[src/rtl/display_scan_ctrl_if.sv]
// Display scan bus: value/decimal-point/blanking inputs toward the scanner and
// the digit select, enable and segment data it drives back out.
interface display_scan_ctrl_if;
    localparam int unsigned DATA_W  = 16;
    localparam int unsigned DIGITS  = 4;
    localparam int unsigned SEL_W   = 2;
    localparam int unsigned NIB_W   = 4;

    logic [DATA_W-1:0] data;
    logic [DIGITS-1:0] dp_in;
    logic              lz_blank;
    logic [SEL_W-1:0]  sel;
    logic              sel_en;
    logic [NIB_W-1:0]  nibble;
    logic              dp;
    logic              frame_tick;

    modport master (
        output data, dp_in, lz_blank,
        input  sel, sel_en, nibble, dp, frame_tick
    );

    modport slave (
        input  data, dp_in, lz_blank,
        output sel, sel_en, nibble, dp, frame_tick
    );
endinterface

[src/rtl/display_scan_ctrl.sv]
// Time-multiplexed 4-digit 7-segment scan controller with per-slot blanking,
// per-frame snapshot of the display value and leading-zero suppression.
module display_scan_ctrl #(
    parameter int unsigned CLK_DIV   = 50000,
    parameter int unsigned BLANK_CYC = 500
) (
    input  logic               clk,
    input  logic               rst_n,
    display_scan_ctrl_if.slave bus
);
    localparam int unsigned CNT_W  = (CLK_DIV > 1) ? $clog2(CLK_DIV) : 1;
    localparam int unsigned DATA_W = 16;
    localparam int unsigned DIGITS = 4;
    localparam int unsigned SEL_W  = 2;
    localparam int unsigned NIB_W  = 4;

    localparam logic [CNT_W-1:0] CNT_LAST  = CNT_W'(CLK_DIV - 1);
    localparam logic [CNT_W-1:0] CNT_SHOW0 = CNT_W'(BLANK_CYC);

    typedef enum logic [1:0] {
        PH_BLANK = 2'd0,
        PH_SHOW  = 2'd1,
        PH_GUARD = 2'd2
    } phase_t;

    phase_t              phase_q, phase_nx;
    logic                run_q;
    logic [CNT_W-1:0]    cnt_q, cnt_nx;
    logic [SEL_W-1:0]    sel_q, sel_nx;
    logic [DATA_W-1:0]   snap_q, snap_nx;
    logic [DIGITS-1:0]   dps_q, dps_nx;
    logic                lz_q, lz_nx;
    logic                sel_en_q, sel_en_nx;
    logic [NIB_W-1:0]    nibble_q, nibble_nx;
    logic                dp_q, dp_nx;
    logic                tick_q, tick_nx;
    logic                wrap, snap_cyc, upper_zero, suppress;

    // Next-state and next-output computation; outputs are registered from the
    // next cnt/sel so they always match the counters in the same cycle.
    always_comb begin
        phase_nx   = phase_q;
        cnt_nx     = cnt_q;
        sel_nx     = sel_q;
        snap_nx    = snap_q;
        dps_nx     = dps_q;
        lz_nx      = lz_q;
        wrap       = 1'b0;
        snap_cyc   = 1'b0;
        upper_zero = 1'b0;
        suppress   = 1'b0;
        nibble_nx  = '0;

        // First cycle after reset release is a priming cycle; the digit-0
        // slot with its FRAME_TICK and snapshot follows it.
        if (run_q) begin
            wrap   = (cnt_q == CNT_LAST);
            cnt_nx = wrap ? '0 : cnt_q + CNT_W'(1);
            sel_nx = wrap ? sel_q + SEL_W'(1) : sel_q;
        end

        snap_cyc = run_q && (cnt_q == '0) && (sel_q == '0);
        if (snap_cyc) begin
            snap_nx = bus.data;
            dps_nx  = bus.dp_in;
        end
        if (run_q && (cnt_q == '0)) begin
            lz_nx = bus.lz_blank;
        end

        case (phase_q)
            PH_BLANK: if (run_q && (cnt_nx == CNT_SHOW0)) phase_nx = PH_SHOW;
            PH_SHOW:  if (cnt_nx == CNT_LAST)             phase_nx = PH_GUARD;
            PH_GUARD: phase_nx = PH_BLANK;
            default:  phase_nx = PH_BLANK;
        endcase

        case (sel_nx)
            2'd0: begin
                nibble_nx  = snap_nx[3:0];
                upper_zero = 1'b0;
            end
            2'd1: begin
                nibble_nx  = snap_nx[7:4];
                upper_zero = (snap_nx[15:4] == '0);
            end
            2'd2: begin
                nibble_nx  = snap_nx[11:8];
                upper_zero = (snap_nx[15:8] == '0);
            end
            default: begin
                nibble_nx  = snap_nx[15:12];
                upper_zero = (snap_nx[15:12] == '0);
            end
        endcase

        // Digit 0 never suppressed: upper_zero is forced low for it above.
        suppress  = lz_nx && upper_zero && !dps_nx[sel_nx];
        sel_en_nx = (phase_nx == PH_SHOW) && !suppress;
        dp_nx     = dps_nx[sel_nx];
        tick_nx   = (cnt_nx == '0) && (sel_nx == '0);
    end

    always_ff @(posedge clk or negedge rst_n) begin
        if (!rst_n) begin
            phase_q  <= PH_BLANK;
            run_q    <= 1'b0;
            cnt_q    <= '0;
            sel_q    <= '0;
            snap_q   <= '0;
            dps_q    <= '0;
            lz_q     <= 1'b0;
            sel_en_q <= 1'b0;
            nibble_q <= '0;
            dp_q     <= 1'b0;
            tick_q   <= 1'b0;
        end else begin
            phase_q  <= phase_nx;
            run_q    <= 1'b1;
            cnt_q    <= cnt_nx;
            sel_q    <= sel_nx;
            snap_q   <= snap_nx;
            dps_q    <= dps_nx;
            lz_q     <= lz_nx;
            sel_en_q <= sel_en_nx;
            nibble_q <= nibble_nx;
            dp_q     <= dp_nx;
            tick_q   <= tick_nx;
        end
    end

    assign bus.sel        = sel_q;
    assign bus.sel_en     = sel_en_q;
    assign bus.nibble     = nibble_q;
    assign bus.dp         = dp_q;
    assign bus.frame_tick = tick_q;
endmodule

[src/flat_wrapper.sv]
// flat-port wrapper written by rule: the top's interface ports become plain ports
module display_scan_ctrl_flat 
#(
    parameter int unsigned CLK_DIV   = 50000,
    parameter int unsigned BLANK_CYC = 500
)
  (clk, rst_n, bus_data, bus_dp_in, bus_lz_blank, bus_sel, bus_sel_en, bus_nibble, bus_dp, bus_frame_tick);
  display_scan_ctrl_if bus_i ();
  input  logic clk;
  input  logic rst_n;
  input wire logic [$bits(bus_i.data)-1:0] bus_data;
  input wire logic [$bits(bus_i.dp_in)-1:0] bus_dp_in;
  input wire logic [$bits(bus_i.lz_blank)-1:0] bus_lz_blank;
  output wire logic [$bits(bus_i.sel)-1:0] bus_sel;
  output wire logic [$bits(bus_i.sel_en)-1:0] bus_sel_en;
  output wire logic [$bits(bus_i.nibble)-1:0] bus_nibble;
  output wire logic [$bits(bus_i.dp)-1:0] bus_dp;
  output wire logic [$bits(bus_i.frame_tick)-1:0] bus_frame_tick;
  assign bus_i.data = bus_data;
  assign bus_i.dp_in = bus_dp_in;
  assign bus_i.lz_blank = bus_lz_blank;
  assign bus_sel = bus_i.sel;
  assign bus_sel_en = bus_i.sel_en;
  assign bus_nibble = bus_i.nibble;
  assign bus_dp = bus_i.dp;
  assign bus_frame_tick = bus_i.frame_tick;
  display_scan_ctrl #(.CLK_DIV(CLK_DIV), .BLANK_CYC(BLANK_CYC)) u_core (.clk(clk), .rst_n(rst_n), .bus(bus_i));
endmodule
[config.mk]
export PLATFORM = sky130hd
export DESIGN_NAME = display_scan_ctrl_flat
export DESIGN_NICKNAME = d
export VERILOG_FILES = /design/src/rtl/display_scan_ctrl_if.sv /design/src/rtl/display_scan_ctrl.sv /design/src/flat_wrapper.sv
export SDC_FILE = /design/constraint.sdc
export NUM_CORES = 1
export LEC_CHECK = 0
export BUFFER_PORTS_ARGS = -buffer_cell sky130_fd_sc_hd__buf_2
export CORE_ASPECT_RATIO = 0.75
export CORE_MARGIN = 3
export CORE_UTILIZATION = 38
export CTS_CLUSTER_SIZE = 25
export DETAILED_ROUTE_END_ITERATION = 7
export PLACE_DENSITY_LB_ADDON = 0.25
export SYNTH_ARGS = -nofsm -noshare
export SYNTH_HDL_FRONTEND = slang
export SYNTH_SLANG_ARGS = --single-unit
[constraint.sdc]
create_clock -name clk -period 4.8 [get_ports clk]
set_clock_uncertainty 0.2 [all_clocks]
set_input_delay 0.24 -clock clk [delete_from_list [all_inputs] [get_ports clk]]
set_output_delay 0.24 -clock clk [all_outputs]
set_load 0.005 [all_outputs]
# [Yosys cells after proc, flatten, opt, wreduce, memory -nomap -nowiden]
# Index checks and enable logic that the tools add are counted.
[word_totals] ff_bits=49 out_inout_bits=9 in_bits=23 wordCells=52
[op_classes] n_eq_ne=7 reduce_logical=17 n_lt_le_gt_ge=1 addsub=2 muxes=14
[op_table] operator="16-bit two-way mux" n=3
[op_table] operator="16-bit equality test, second input constant" n=2
[op_table] operator="16-bit zero test" n=2
[op_table] operator="16-bit by 1-bit adder with 16-bit output, second input constant" n=1
[op_table] operator="16-bit by 9-bit equality test with 1-bit output, second input constant" n=1
[op_table] operator="12-bit zero test" n=1
[op_table] operator="4-bit one-hot mux with 3 select lines" n=1
[op_table] operator="8-bit zero test" n=1
[op_table] operator="2-bit two-way mux" n=4
[op_table] operator="1-bit logical AND" n=7
[op_table] operator="2-bit by 1-bit equality test with 1-bit output, second input constant" n=3
[op_table] operator="2-bit zero test" n=3
[op_table] operator="4-bit zero test" n=1
[op_table] operator="4-bit two-way mux" n=1
[op_table] operator="2-bit one-hot mux with 2 select lines" n=1
[op_table] operator="2-bit by 3-bit < comparator with 1-bit output, second input constant" n=1
[op_table] operator="1-bit one-hot mux with 3 select lines" n=1
[op_table] operator="2-bit by 1-bit adder with 2-bit output, second input constant" n=1
[op_table] operator="1-bit binary-select mux with 2-bit select" n=1
[op_table] operator="2-bit equality test, second input constant" n=1
[op_table] operator="1-bit zero test" n=2
[op_table] operator="1-bit two-way mux" n=2

# [Logic depth before layout (Yosys ltp)]
[depth] ltp_word=10 ltp_mapped=12 ltp_nobuf=9

# [Worst setup path after synthesis]
# OpenSTA, ideal clock, no wires.
[synth_timing] path_kind="register to register" startpoint="register u_core.cnt_q[0]" endpoint="register u_core.sel_en_q (netlist: u_core.bus.sel_en)" synth_period_minus_slack_ns=2.509 stages_incl_launch_ff=10 path_buffers=1 setup_time_ns=0.124 slack_ns=2.291 required_ns=4.476 arrival_time_ns=2.185 path_cell_list="dfrtp_1 -> ha_1 -> and4_1 -> and4_1 -> buf_2 -> xnor2_2 -> inv_2 -> mux2i_1 -> mux2i_1 -> o31a_1"
[synth_via] word_cells_on_any_way=33 classes_between="add/sub: 1; eq/ne: 6; mux: 13; reduce/logical: 13"
[synth_lines] item="start, declared" line="display_scan_ctrl.sv:28" text="logic [CNT_W-1:0] cnt_q, cnt_nx;"
[synth_lines] item="start signal, assigned" line="display_scan_ctrl.sv:120" text="cnt_q <= cnt_nx;"
[synth_lines] item="16-bit equality test" line="display_scan_ctrl.sv:57" text="wrap = (cnt_q == CNT_LAST);"
[synth_lines] item="2-bit two-way mux" line="display_scan_ctrl.sv:59" text="sel_nx = wrap ? sel_q + SEL_W'(1) : sel_q;"
[synth_lines] item="2-bit two-way mux" line="display_scan_ctrl.sv:56" text="if (run_q) begin"
[synth_lines] item="via u_core.sel_nx[0]" line="display_scan_ctrl.sv:29" text="logic [SEL_W-1:0] sel_q, sel_nx;"
[synth_lines] item="1-bit binary-select mux with 2-bit select"
[synth_lines] item="1-bit two-way mux"
[synth_lines] item="via u_core.dp_nx" line="display_scan_ctrl.sv:35" text="logic dp_q, dp_nx;"
[synth_lines] item="1-bit zero test" line="display_scan_ctrl.sv:98" text="suppress = lz_nx && upper_zero && !dps_nx[sel_nx];"
[synth_lines] item="1-bit logical AND" line="display_scan_ctrl.sv:98"
[synth_lines] item="1-bit zero test" line="display_scan_ctrl.sv:99" text="sel_en_nx = (phase_nx == PH_SHOW) && !suppress;"
[synth_lines] item="1-bit logical AND" line="display_scan_ctrl.sv:99"
[synth_lines] item="via u_core.sel_en_nx" line="display_scan_ctrl.sv:33" text="logic sel_en_q, sel_en_nx;"
[synth_lines] item="end signal, assigned" line="display_scan_ctrl.sv:125" text="sel_en_q <= sel_en_nx;"
[synth_lines] item="end, declared" line="display_scan_ctrl.sv:33"
# The timed path passes the listed nets, and every way through them passes these cells. The select of a mux whose other input is x is not followed.

# [Worst setup path after layout]
[layout_timing] startpoint="register u_core.run_q" endpoint="register u_core.sel_en_q (netlist: u_core.bus.sel_en)"
[layout_via] elab_chain_cells=9 word_cells_on_any_way=28 classes_between="eq/ne: 5; mux: 11; reduce/logical: 12"
[layout_rtl] item="start, declared" line="display_scan_ctrl.sv:27" text="logic run_q;"
[layout_rtl] item="start signal, assigned" line="display_scan_ctrl.sv:107" text="run_q <= 1'b0;"
[layout_rtl] item="start signal, assigned" line="display_scan_ctrl.sv:119" text="run_q <= 1'b1;"
[layout_rtl] item="parallel branches: the longest is 8 deep, another holds 16-bit two-way mux"
[layout_rtl] item="1-bit logical AND *" line="display_scan_ctrl.sv:99"
[layout_rtl] item="via u_core.sel_en_nx" line="display_scan_ctrl.sv:33"
# Mark *: on every way through the listed nets, which the timed path passes. The select of a mux whose other input is x is not followed.

==> results.cfg <==
[clock_tree]
root_buffer = clkbuf_8
cts_made_buffers = 5
clock_latency_ns = 0.30
cts_tree = done
cts_resized = 0
path_clk_slew_ns = 0.10
hold_buffers = 16
cts_setup_buffers = 0
cts.sinks = 49
clk_path_buf_depth = 2
htreeDepth = 2

[timing]
fin_tns_setup_ns = 0
hold_viol_final = 0
fin_hold_ws_ns = 0.0178
fin_ws_ns = 1.80
tightest_slew_ns = 0.634
setup_viol = 0
min_period_over_period = 0.625
maxSlewHeadroom = 0.577
slew_violations = 0
fmax_mhz = 334
rsz0062_at_grt = no
fin_crit_ns = 3.00

[finish]
fin_cells = 362
area_growth_syn_to_layout_pct = 18.4
drive_gt1_frac = 0.228
design_area_um2 = 3130
antenna_cells = 0
fin_util = 0.479
nets = 306

[power]
power_density_nw_per_um2 = 458
p_leak_nw = 1.52
ir_worst_vdd_uv = 199
p_total_mw = 1.43

[logic_synthesis]
ys.flop_type = dfrtp_1
async_flop_share = 1.00
synth_top_area_cell = dfrtp_1
ys_seq_area_frac = 0.463
ys_top_cells_by_area = dfrtp_1, mux2i_1, mux2_4, mux2_1, xnor2_1
ys_ff_latch = 49
syn_nets = 258
syn_area_um2 = 2650
synth_edf_count = 0
yosysTopAreaCellShare = 0.463
synth.distinct_cells = 50
synth_area_per_cell_um2 = 11.4
synth_warnings = 0
syn_inst = 232

[placed_design]
port_buffers = 31
place_inst = 338
pre_cts_ws_ns = 1.82
hpwl_um = 4410
place_congestion = 0.896
placed_area_um2 = 2860

[route]
drt-total-wl_um = 6080
vias = 1967
wire_per_inst_um = 16.8
dr.pass1.iters = 4
drc = 0
drtIter0Drc = 103
ant_nets = 0
avgViaCountPerCell = 5.43

[setup_path]
cp.required_ns = 4.80
start_kind = register
critPathSlowestCell = dfrtp_1
cp-end-kind = register
cp_max_fo = 25
worstPathCellList = nor4b_4 -> nand4_2 -> or2_1 -> buf_4 -> or4_1 -> a21oi_1 -> nand3_1 -> o31a_1
crit_arrival_ns = 2.99
reg2reg_depth = 8
cpPeakStageDelay_ns = 0.67
crit_type = reg -> reg

[grt]
use_met3 = 0.0373
grt_pass1_vias = 1959
busiest_layer = met1
grt_use_total = 0.161
use_met1 = 0.263
grt_use_met2 = 0.213
grt-ovfl-total = 0
antenna_found_initial = 0
grt_pass1_wl_um = 10000
grt_max_degree = 50

[floorplanning]
die_w_um = 102
core_area_um2 = 6540
dieArea_um2 = 8010
io_pins = 32
num_rows = 25
start_util = 0.405
die_h_um = 78.3

[flow_run]
drv_cap = 0

[hold_path]
hp-class = in -> reg
min_delay_path_depth = 3

[outcome]
status = completed
==> Yosys cell counts, drive strengths merged (2+ instances only) <==
library cell	instances
a21oi	7
o21ai	5
nand4	11
and4	5
and3b	2
nand2	10
buf	8
nor3b	2
nor4b	2
or2	3
mux2i	18
a211oi	3
dfrtp	49
nor3	7
xnor2	9
o21a	2
mux2	20
nor2	6
and3	2
o211ai	2
nand3	8
nor4	13
inv	18
ha	3
or4	2
xor2	3
==> power by group <==
part | leakage, nW | internal [mW] | switching, mW | total, mW
combinational | 0.849 | 0.239 | 0.235 | 0.474
clock | 0.0585 | 0.170 | 0.138 | 0.308
sequential | 0.611 | 0.552 | 0.101 | 0.653
total | 1.52 | 0.960 | 0.474 | 1.43
==> state kept, by name, summed over array words and instances (netlist names), 2 cells and up <==
| name | flops |
|---|---|
| u_core.bus.nibble | 4 |
| u_core.bus.sel | 2 |
| u_core.cnt_q | 16 |
| u_core.dps_q | 4 |
| u_core.phase_q | 2 |
| u_core.snap_q | 16 |
==> layout make-up <==
class                           count  area [um^2]
Clock inverter                      1         30.0
Fill cell                         613         3400
Multi-Input combinational cell    156         1280
Inverter                           18         67.6
Sequential cell                    49         1230
Tap cell                           81          101
Clock buffer                        7         86.3
Timing Repair Buffer               50          338
==> metal layers <==
layer	wire length, um	vias to the layer above
met5	0	-
met4	48	0
met3	338	5
met2	2410	53
met1	3280	968
li1	-	941
==> cell families after synthesis <==
| family | share of synthesized area |
|---|---|
| xor gates and xnor gates | 0.0425 |
| DFF | 0.463 |
| muxes | 0.169 |
| AOI/OAI and AO/OA | 0.0643 |
| and+or+nand+nor | 0.194 |
| adders and majority gates | 0.0142 |
| other | 0.00142 |
| buffers and inverters | 0.0515 |
==> critical path, delay by kind of cell (launching register included) <==
family | cells | cell delay (ns)
AOI/OAI and AO/OA | 2 | 0.43
buffers and inverters | 1 | 0.25
and+or+nand+nor | 5 | 1.32
DFF | 1 | 0.67
==> path summary, 6_finish.rpt <==
kind / start / to / slack, ns
min in group asynchronous: rst_n / u_core.cnt_q[10] / 0.36
hold / removal: bus_lz_blank / u_core.lz_q / 0.02
setup / recovery: u_core.run_q / u_core.bus.sel_en / 1.80
max in group asynchronous: rst_n / u_core.bus.sel[1] / 3.59
setup reg to reg: u_core.run_q / u_core.bus.sel_en / 1.80
hold reg to reg: u_core.snap_q[3] / u_core.snap_q[3] / 0.30
==> layout by cell type, fill, tap and decap left out, drive strengths merged, types with 3 or more instances in the layout <==
master / netlist / layout
nor3: 7 / 7
nand2: 10 / 10
a21oi: 7 / 7
clkbuf: 1 / 7
buf: 8 / 34
mux2i: 18 / 18
xor2: 3 / 3
dlygate4sd3: 0 / 16
nor4: 13 / 13
nor2: 6 / 6
o21ai: 5 / 5
nand4: 11 / 11
nand3: 8 / 8
inv: 18 / 18
mux2: 20 / 20
dfrtp: 49 / 49
xnor2: 9 / 9
and4: 5 / 5
ha: 3 / 3
a211oi: 3 / 3
or2: 3 / 3
(Power assumes the default switching activity.)
